$ cat src/rtl/pcie_ss_ctrl_pkg.sv
// Shared definitions for the PCIe subsystem control bridge.
// The PCIe CSR block imports the same command encoding from here.
package pcie_ss_ctrl_pkg;

    localparam int PCIE_LITE_CSR_WIDTH = 20;

    localparam logic [31:0] SS_ERR_DATA = 32'hFFFF_FFFF;

    typedef enum logic [1:0] {
        SS_CMD_IDLE = 2'b00,
        SS_CMD_RD   = 2'b01,
        SS_CMD_WR   = 2'b10,
        SS_CMD_RSVD = 2'b11
    } t_ss_cmd;

    typedef enum logic [1:0] {
        ST_IDLE,
        ST_ISSUE,
        ST_WAIT_RD,
        ST_DONE
    } t_ss_ctrl_state;

endpackage

$ cat src/rtl/pcie_ss_ctrl_bridge.sv
// Level-coded SS_CMD to single Avalon-MM access bridge.
// Optional access timeout: define PCIE_SS_CTRL_TIMEOUT_EN.
module pcie_ss_ctrl_bridge
    import pcie_ss_ctrl_pkg::*;
#(
    parameter int ADDR_WIDTH     = PCIE_LITE_CSR_WIDTH,
    parameter int TIMEOUT_CYCLES = 1024
) (
    input  logic                  clk,
    input  logic                  rst_n,
    input  logic [1:0]            i_ss_ctrl_cmd,
    input  logic [ADDR_WIDTH-1:0] i_ss_ctrl_addr,
    input  logic [31:0]           i_ss_ctrl_writedata,
    output logic [31:0]           o_ss_readdata,
    output logic                  o_ss_ack,
    output logic                  o_ss_error,
    output logic [ADDR_WIDTH-1:0] o_avmm_address,
    output logic                  o_avmm_read,
    output logic                  o_avmm_write,
    output logic [31:0]           o_avmm_writedata,
    output logic [3:0]            o_avmm_byteenable,
    input  logic                  i_avmm_waitrequest,
    input  logic                  i_avmm_readdatavalid,
    input  logic [31:0]           i_avmm_readdata
);

    if (TIMEOUT_CYCLES < 2 || TIMEOUT_CYCLES > 65535) begin : g_bad_timeout
        $error("TIMEOUT_CYCLES out of range 2..65535");
    end

    t_ss_ctrl_state state_q, state_d;
    t_ss_cmd        cmd;
    logic           armed_q;
    logic           is_wr_q;
    logic           launch, rsvd, accept, rd_done, tmo, tmo_hit;

    assign cmd               = t_ss_cmd'(i_ss_ctrl_cmd);
    assign o_avmm_byteenable = 4'hF;

`ifdef PCIE_SS_CTRL_TIMEOUT_EN
    localparam int CNT_W = $clog2(TIMEOUT_CYCLES + 1);
    logic [CNT_W-1:0] tmo_cnt_q;

    // Fires on the last allowed cycle so the request drops right after it.
    assign tmo_hit = (tmo_cnt_q == CNT_W'(TIMEOUT_CYCLES - 1));

    always_ff @(posedge clk or negedge rst_n) begin
        if (!rst_n) begin
            tmo_cnt_q <= '0;
        end else if (launch) begin
            tmo_cnt_q <= '0;
        end else if (state_q == ST_ISSUE || state_q == ST_WAIT_RD) begin
            tmo_cnt_q <= tmo_cnt_q + 1'b1;
        end
    end
`else
    assign tmo_hit = 1'b0;
`endif

    always_comb begin
        state_d = state_q;
        launch  = 1'b0;
        rsvd    = 1'b0;
        accept  = 1'b0;
        rd_done = 1'b0;
        tmo     = 1'b0;
        unique case (state_q)
            ST_IDLE: begin
                if (armed_q && (cmd == SS_CMD_RD || cmd == SS_CMD_WR)) begin
                    launch  = 1'b1;
                    state_d = ST_ISSUE;
                end else if (armed_q && cmd == SS_CMD_RSVD) begin
                    rsvd    = 1'b1;
                    state_d = ST_DONE;
                end
            end
            ST_ISSUE: begin
                if (!i_avmm_waitrequest) begin
                    accept  = 1'b1;
                    state_d = is_wr_q ? ST_DONE : ST_WAIT_RD;
                end else if (tmo_hit) begin
                    tmo     = 1'b1;
                    state_d = ST_DONE;
                end
            end
            ST_WAIT_RD: begin
                if (i_avmm_readdatavalid) begin
                    rd_done = 1'b1;
                    state_d = ST_DONE;
                end else if (tmo_hit) begin
                    tmo     = 1'b1;
                    state_d = ST_DONE;
                end
            end
            ST_DONE: begin
                if (cmd == SS_CMD_IDLE) state_d = ST_IDLE;
            end
            default: state_d = ST_IDLE;
        endcase
    end

    always_ff @(posedge clk or negedge rst_n) begin
        if (!rst_n) begin
            state_q          <= ST_IDLE;
            armed_q          <= 1'b1;
            is_wr_q          <= 1'b0;
            o_ss_readdata    <= '0;
            o_ss_ack         <= 1'b0;
            o_ss_error       <= 1'b0;
            o_avmm_address   <= '0;
            o_avmm_read      <= 1'b0;
            o_avmm_write     <= 1'b0;
            o_avmm_writedata <= '0;
        end else begin
            state_q <= state_d;
            // Re-arm only on an idle command so a held command fires once.
            if (cmd == SS_CMD_IDLE) begin
                armed_q <= 1'b1;
            end else if (launch || rsvd) begin
                armed_q <= 1'b0;
            end
            if (launch) begin
                o_avmm_address   <= i_ss_ctrl_addr;
                o_avmm_writedata <= i_ss_ctrl_writedata;
                is_wr_q          <= (cmd == SS_CMD_WR);
                o_avmm_read      <= (cmd == SS_CMD_RD);
                o_avmm_write     <= (cmd == SS_CMD_WR);
                o_ss_ack         <= 1'b0;
                o_ss_error       <= 1'b0;
                o_ss_readdata    <= '0;
            end
            if (rsvd || tmo) begin
                o_ss_ack      <= 1'b1;
                o_ss_error    <= 1'b1;
                o_ss_readdata <= SS_ERR_DATA;
            end
            if (accept || tmo) begin
                o_avmm_read  <= 1'b0;
                o_avmm_write <= 1'b0;
            end
            if (accept && is_wr_q) begin
                o_ss_ack <= 1'b1;
            end
            if (rd_done) begin
                o_ss_readdata <= i_avmm_readdata;
                o_ss_ack      <= 1'b1;
            end
        end
    end

endmodule

$ cat config.mk
export PLATFORM = sky130hd
export DESIGN_NAME = pcie_ss_ctrl_bridge
export DESIGN_NICKNAME = d
export VERILOG_FILES = /design/src/rtl/pcie_ss_ctrl_pkg.sv /design/src/rtl/pcie_ss_ctrl_bridge.sv
export SDC_FILE = /design/constraint.sdc
export NUM_CORES = 1
export LEC_CHECK = 0
export ABC_AREA = 0
export ABC_CLOCK_PERIOD_IN_PS = 2000
export BUFFER_PORTS_ARGS = -buffer_cell sky130_fd_sc_hd__buf_2
export CELL_PAD_IN_SITES_DETAIL_PLACEMENT = 0
export CELL_PAD_IN_SITES_GLOBAL_PLACEMENT = 2
export CORE_ASPECT_RATIO = 1.1
export CORE_MARGIN = 3
export CORE_UTILIZATION = 27
export DETAILED_ROUTE_END_ITERATION = 8
export MAX_ROUTING_LAYER = met4
export PLACE_DENSITY = 0.9
export SLEW_MARGIN = 10
export SYNTH_ARGS = -nofsm -noshare
export SYNTH_HDL_FRONTEND = slang
export SYNTH_SLANG_ARGS = --single-unit
$ cat constraint.sdc
create_clock -name clk -period 2 [get_ports clk]
set_input_delay 0.1 -clock clk [delete_from_list [all_inputs] [get_ports clk]]
set_output_delay 0.1 -clock clk [all_outputs]
set_load 0.005 [all_outputs]
==> results of run 1 <==
==> layer usage <==
layer | up-vias | routed length (um)
met4 | 0 | 218
li1 | 1691 | -
met2 | 110 | 5700
met1 | 1681 | 4610
met5 | - | 0
met3 | 20 | 526
==> report_power, final <==
part           switching [mW]  leakage [nW]  internal [mW]
Clock                   0.698         0.156           1.07
Combinational            1.45          1.89           1.45
Sequential              0.482          1.16           2.70
Total                    2.63          3.21           5.22
==> synthesized netlist by cell type, drive strengths merged, types with 2 or more instances <==
master / n / area share (%)
nor3: 2 / 0.56
nand2: 164 / 17
a21oi: 3 / 0.40
buf: 26 / 5.4
o21ai: 3 / 0.40
and3: 2 / 0.33
nand2b: 2 / 0.33
a221o: 32 / 8.5
inv: 5 / 0.50
ha: 8 / 2.7
and2: 2 / 0.40
dfrtp: 91 / 60
nor2: 3 / 0.30
a31oi: 2 / 0.33
==> cell type report <==
type / count / area share (%)
well taps: 184 / 3.87
multi-input cells: 237 / 21.3
repair buffers: 268 / 30.6
clock buffers: 13 / 4.54
flip-flops and latches: 92 / 38.7
clock inverters: 3 / 0.736
inverters: 5 / 0.315
==> worst register-to-register path, cell delays in order, from the launching register on <==
cell and delay (ps):
dfrtp_1 410, inv_1 140, ha_1 340, nand2_4 110, a2bb2oi_2 160, buf_4 230
a221o_1 340
==> through the flow <==
| stage | std cells | area, sq um | worst slack, ps | util, % |
|---|---|---|---|---|
| 6_report | 802 | 5950 | 154 | 44.3 |
| 5_1_grt | 802 | 5950 | 60.3 | 44.3 |
| 4_1_cts | 802 | 5950 | 147 | 44.3 |
| 3_5_place_dp | 702 | 4800 | 158 | 35.7 |
| 3_3_place_gp | 702 | 4800 | 228 | 35.7 |
| 2_1_floorplan | 361 | 3790 | 427 | - |
==> path summary, 6_finish.rpt <==
check,end,slack [ps],depth (start not counted)
worst min register to register,o_avmm_address[12]$_DFFE_PN0P_,470,2
min in group asynchronous,o_avmm_writedata[18]$_DFFE_PN0P_,290,2
worst min-delay path,o_ss_readdata[29]$_DFFE_PN0P_,20,2
max in group asynchronous,o_ss_readdata[5]$_DFFE_PN0P_,1030,3
worst max-delay path,o_ss_readdata[8]$_DFFE_PN0P_,150,6
worst max register to register,o_ss_readdata[8]$_DFFE_PN0P_,150,6
==> state kept, by name (all words and copies together), names as in the netlist <==
name              cells
o_avmm_write          1
o_avmm_read           1
o_avmm_address       20
o_ss_error            1
o_ss_ack              1
o_avmm_writedata     32
armed_q               1
o_ss_readdata        32
state_q               2
is_wr_q               1
==> logic make-up (layout without fill, tap and decap cells) <==
family	Yosys count	count (layout)	synth area share, %
simple gates	178	178	18.9
compound gates	47	47	11.4
other cells	1	4	0.0993
buf+inv	32	289	5.96
flops	92	92	61.0
fa+ha+maj	8	8	2.65
==> impl_metrics.tcl, run 1 <==
set metrics [dict create \
    status "complete, no violations" \
    ctsHoldBuffers 84 \
    slowest_stage "dfrtp_1" \
    synthCells 358 \
    synth_warnings 0 \
    min_path_type "in -> reg" \
    r2r_start "state_q[0]$_DFFE_PN0P_" \
    layout_commonest_cell "buf_2" \
    hold_slack_ps 21.8 \
    h-tree-depth 3 \
    max_freq_ghz 0.542 \
    antenna_found_initial 0 \
    antennaDiodeCount 0 \
    clkSinkCount 92 \
    grt_pass1_wl_mm 17.8 \
    ff_latch_area_sq_um 2300 \
    syn_avg_cell_area_sq_um 10.5 \
    root_buffer "clkbuf_16" \
    ir_drop_uv 622 \
    synth-seq-cells 92 \
    area_growth_pct 57.6 \
    multi_input_area_sq_um 1260 \
    core_sq_um 13400 \
    skew_ps 4.34 \
    min_from "i_avmm_readdata[29]" \
    async_flop_share_pct 100 \
    vias_per_cell 4.37 \
    worstMarginPinSlew_ps 537 \
    total_power_mw 7.84 \
    die_h_um 130 \
    start_kind "flip-flop" \
    path_clk_slew_ps 60 \
    clk_latency_ps 340 \
    crit_buf_inv 2 \
    drt_iter0_markers 205 \
    met3_usage_pct 3.64 \
    synth_area_sq_um 3780 \
    busiest_layer "met2" \
    rsz0062_at_grt "no" \
    dieArea_sq_um 15400 \
    post_cts_buffers 0 \
    clockBufferDepth 2 \
    relSlewSlack_pct 64.2 \
    cts_buffers 9 \
    min_period_ps 1850 \
    port-buffer-count 177 \
    fillCellCount 1286 \
    grt_max_degree 57 \
    drv_slew 0 \
    synth_seq_area_share_pct 61.0 \
    required_ps 2220 \
    place_hpwl_mm 7.23 \
    detail-route-antenna-nets 0 \
    routed_wl_mm 11.1 \
    crit_path_end_kind "flip-flop" \
    pin_count 182 \
    initial_core_util_pct 28.1 \
    critPathMaxStageDelay_ps 410 \
    final-hold-violation-count 0 \
    fin_crit_sh_pct 92.3 \
    final_nets 711 \
    final_cell_mix "buf_2 (176), nand2_1 (163), dfrtp_1 (91)" \
    arrival_ps 2070 \
    synth_ff_type "dfrtp_1" \
    cp-startpoint "state_q[0]$_DFFE_PN0P_" \
    crit_family "compound AO/OA/AOI/OAI gates" \
    synth_edf_count 0 \
    crit_type "reg -> reg" \
    cts_tree "built" \
    use_met1_pct 17.4 \
    gp_congestion 0.740 \
    grt_pass1_vias 3573 \
    die_w_um 119 \
    cts.repair.resized 0 \
    finalSetupViolCount 0 \
    ys_types 32 \
    gr-total-overflow 0 \
    drc 0 \
    met2_usage_pct 25.1 \
    cp_max_fo 32 \
    crit_chain "inv_1 -> ha_1 -> nand2_4 -> a2bb2oi_2 -> buf_4 -> a221o_1" \
    vias 3502 \
    grt_usage_pct 14.9 \
    dr.pass1.iters 4 \
    power.density_nw_per_um2 1320 \
    drive_gt1_share_pct 33.3 \
    wl_per_cell_um 13.8 \
    row_count 44 \
    leakagePower_nw 3.21 \
    cap_viol_max_count 0 \
    fin_setup_tns_ps 0 \
]
(Power assumes the default switching activity.)
==> run 2, diff against run 1 <==
==> constraint.sdc (replaced) <==
create_clock -name clk -period 2 [get_ports clk]
set_input_delay 0.4 -clock clk [delete_from_list [all_inputs] [get_ports clk]]
set_output_delay 0.4 -clock clk [all_outputs]
set_load 0.005 [all_outputs]
==> run 2 against run 1 <==
Net effect: register-to-register slack better by 20 ps; critical path type unchanged; clock power decreased by 3%; setup slack improved by 22 ps; sequential power about the same; worst hold slack better by 220 ps; final area shrank 13%; highest routed layer unchanged; die area unchanged; combinational power decreased by 2%; critical endpoint is now o_ss_readdata[17]$_DFFE_PN0P_; cell count fell by 9.4%.
==> impl_metrics.tcl, run 2 (synthesis results as in run 1) <==
set metrics [dict create \
    skew_ps 6.49 \
    total_power_mw 7.73 \
    gp_congestion 0.787 \
    routed_wl_mm 10.4 \
    die_w_um 119 \
    area_growth_pct 37.5 \
    clk_latency_ps 340 \
    drc 0 \
    final_nets 636 \
    grt_usage_pct 13.7 \
    grt_max_degree 55 \
    crit_buf_inv 1 \
    root_buffer "clkbuf_16" \
    grt_pass1_wl_mm 16.1 \
    gr-total-overflow 0 \
    power.density_nw_per_um2 1490 \
    placedCellCount 709 \
    top_regs "o_avmm_writedata x32, o_ss_readdata x32, o_avmm_address x20" \
    leakagePower_nw 2.89 \
    drive_gt1_share_pct 39.2 \
    place_hpwl_mm 7.51 \
    critPathMaxStageDelay_ps 590 \
    final_cell_mix "buf_2 (176), nand2_1 (163), dfrtp_1 (91)" \
    h-tree-depth 3 \
    required_ps 2270 \
    max_freq_ghz 0.548 \
    cap_viol_max_count 0 \
    crit_family "simple AND/OR/NAND/NOR gates" \
    start_kind "flip-flop" \
    r2r_cells 5 \
    worstHoldPathCells 3 \
    min_period_ps 1820 \
    drt_iter0_markers 266 \
    dr.pass1.iters 4 \
    pin_count 182 \
    antenna_found_initial 0 \
    die_h_um 130 \
    final-hold-violation-count 0 \
    finalSetupViolCount 0 \
    antennaDiodeCount 0 \
    drv_slew 0 \
    cts_buffers 9 \
    clkSinkCount 92 \
    crit_type "reg -> reg" \
    relSlewSlack_pct 53.0 \
    path_clk_slew_ps 60 \
    worstMarginPinSlew_ps 703 \
    grt_pass1_vias 3162 \
    crit_cells 5 \
    crit_chain "inv_1 -> ha_1 -> and2_4 -> nor3_4 -> a221o_1" \
    detail-route-antenna-nets 0 \
    initial_core_util_pct 28.1 \
    clockBufferDepth 2 \
    status "complete, no violations" \
    crit_path_end_kind "flip-flop" \
    final_cell_count_no_fill 727 \
    fin_crit_sh_pct 91.2 \
    cts_tree "built" \
    vias 3181 \
    vias_per_cell 4.38 \
    port-buffer-count 177 \
    cp_max_fo 16 \
    min_path_type "in -> reg" \
    layout_commonest_cell "buf_2" \
    fillCellCount 1420 \
    ir_drop_uv 558 \
    slowest_stage "nor3_4" \
    wl_per_cell_um 14.3 \
    arrival_ps 2100 \
    dieArea_sq_um 15400 \
    row_count 44 \
    rsz0062_at_grt "no" \
    core_sq_um 13400 \
]
==> run 2: final timing paths <==
check	start	endpoint	slack [ps]
max	state_q[0]$_DFFE_PN0P_	o_ss_readdata[17]$_DFFE_PN0P_	180
min	i_ss_ctrl_writedata[29]	o_avmm_writedata[29]$_DFFE_PN0P_	240
max reg2reg	state_q[0]$_DFFE_PN0P_	o_ss_readdata[17]$_DFFE_PN0P_	180
min reg2reg	o_avmm_address[7]$_DFFE_PN0P_	o_avmm_address[7]$_DFFE_PN0P_	470
max in group asynchronous	rst_n	armed_q$_DFFE_PN1P_	880
min in group asynchronous	rst_n	o_avmm_writedata[17]$_DFFE_PN0P_	520
==> run 2: power breakdown <==
group | total [mW] | switching (mW) | internal [mW] | leakage, nW
Sequential | 3.17 | 0.473 | 2.70 | 1.16
Clock | 1.72 | 0.684 | 1.04 | 0.142
Combinational | 2.84 | 1.44 | 1.40 | 1.58
==> run 2: timing repair <==
| item | 4_1_cts | 5_1_grt |
|---|---|---|
| setup buffers | 0 | 0 |
| pin swaps | 1 | 1 |
| hold buffers | 1 | 0 |
| setup endpoints to repair | 32 | 1 |
| gates cloned | 1 | 0 |
| resized for setup | 1 | 0 |
| hold endpoints to repair | 25 | 0 |
==> run 2: per-layer routing <==
| layer | GRT usage (%) | vias up | wire [um] |
|---|---|---|---|
| met1 | 16.3 | 1515 | 4350 |
| met3 | 3.08 | 17 | 595 |
| met2 | 22.3 | 109 | 5250 |
| li1 | - | 1540 | - |
| met4 | 6.34 | 0 | 232 |
| met5 | - | - | 0 |
==> run 2: layout make-up <==
class	count	area, sq um	share of cell area, %
timing repair buffer	192	1050	20.3
multi-input combinational	238	1280	24.7
tap	184	230	4.43
clock inverter	3	45.0	0.867
sequential	92	2300	44.4
clock buffer	13	260	5.01
inverter	5	18.8	0.361
==> run 2: through the flow <==
stage          hold WS [ps]  utilization [%]  area [sq um]  TNS [ps]  setup slack (ps)
4_1_cts                 225             38.7          5190         0               119
3_3_place_gp            343             36.2          4860     -6880              -219
3_5_place_dp            350             36.2          4860     -8490              -280
5_1_grt                 245             38.7          5190         0              17.2
2_1_floorplan           104                -          3790         0               427
6_report                244             38.7          5190         0               176
==> run 2: worst reg2reg max path, delay by kind of cell, from the launching register on <==
kind	cells	cell delay, ps
AND/OR/NAND/NOR	2	790
flip-flops	1	400
AO/OA/AOI/OAI	1	230
adder cells (fa/ha/maj)	1	240
buffers and inverters	1	100
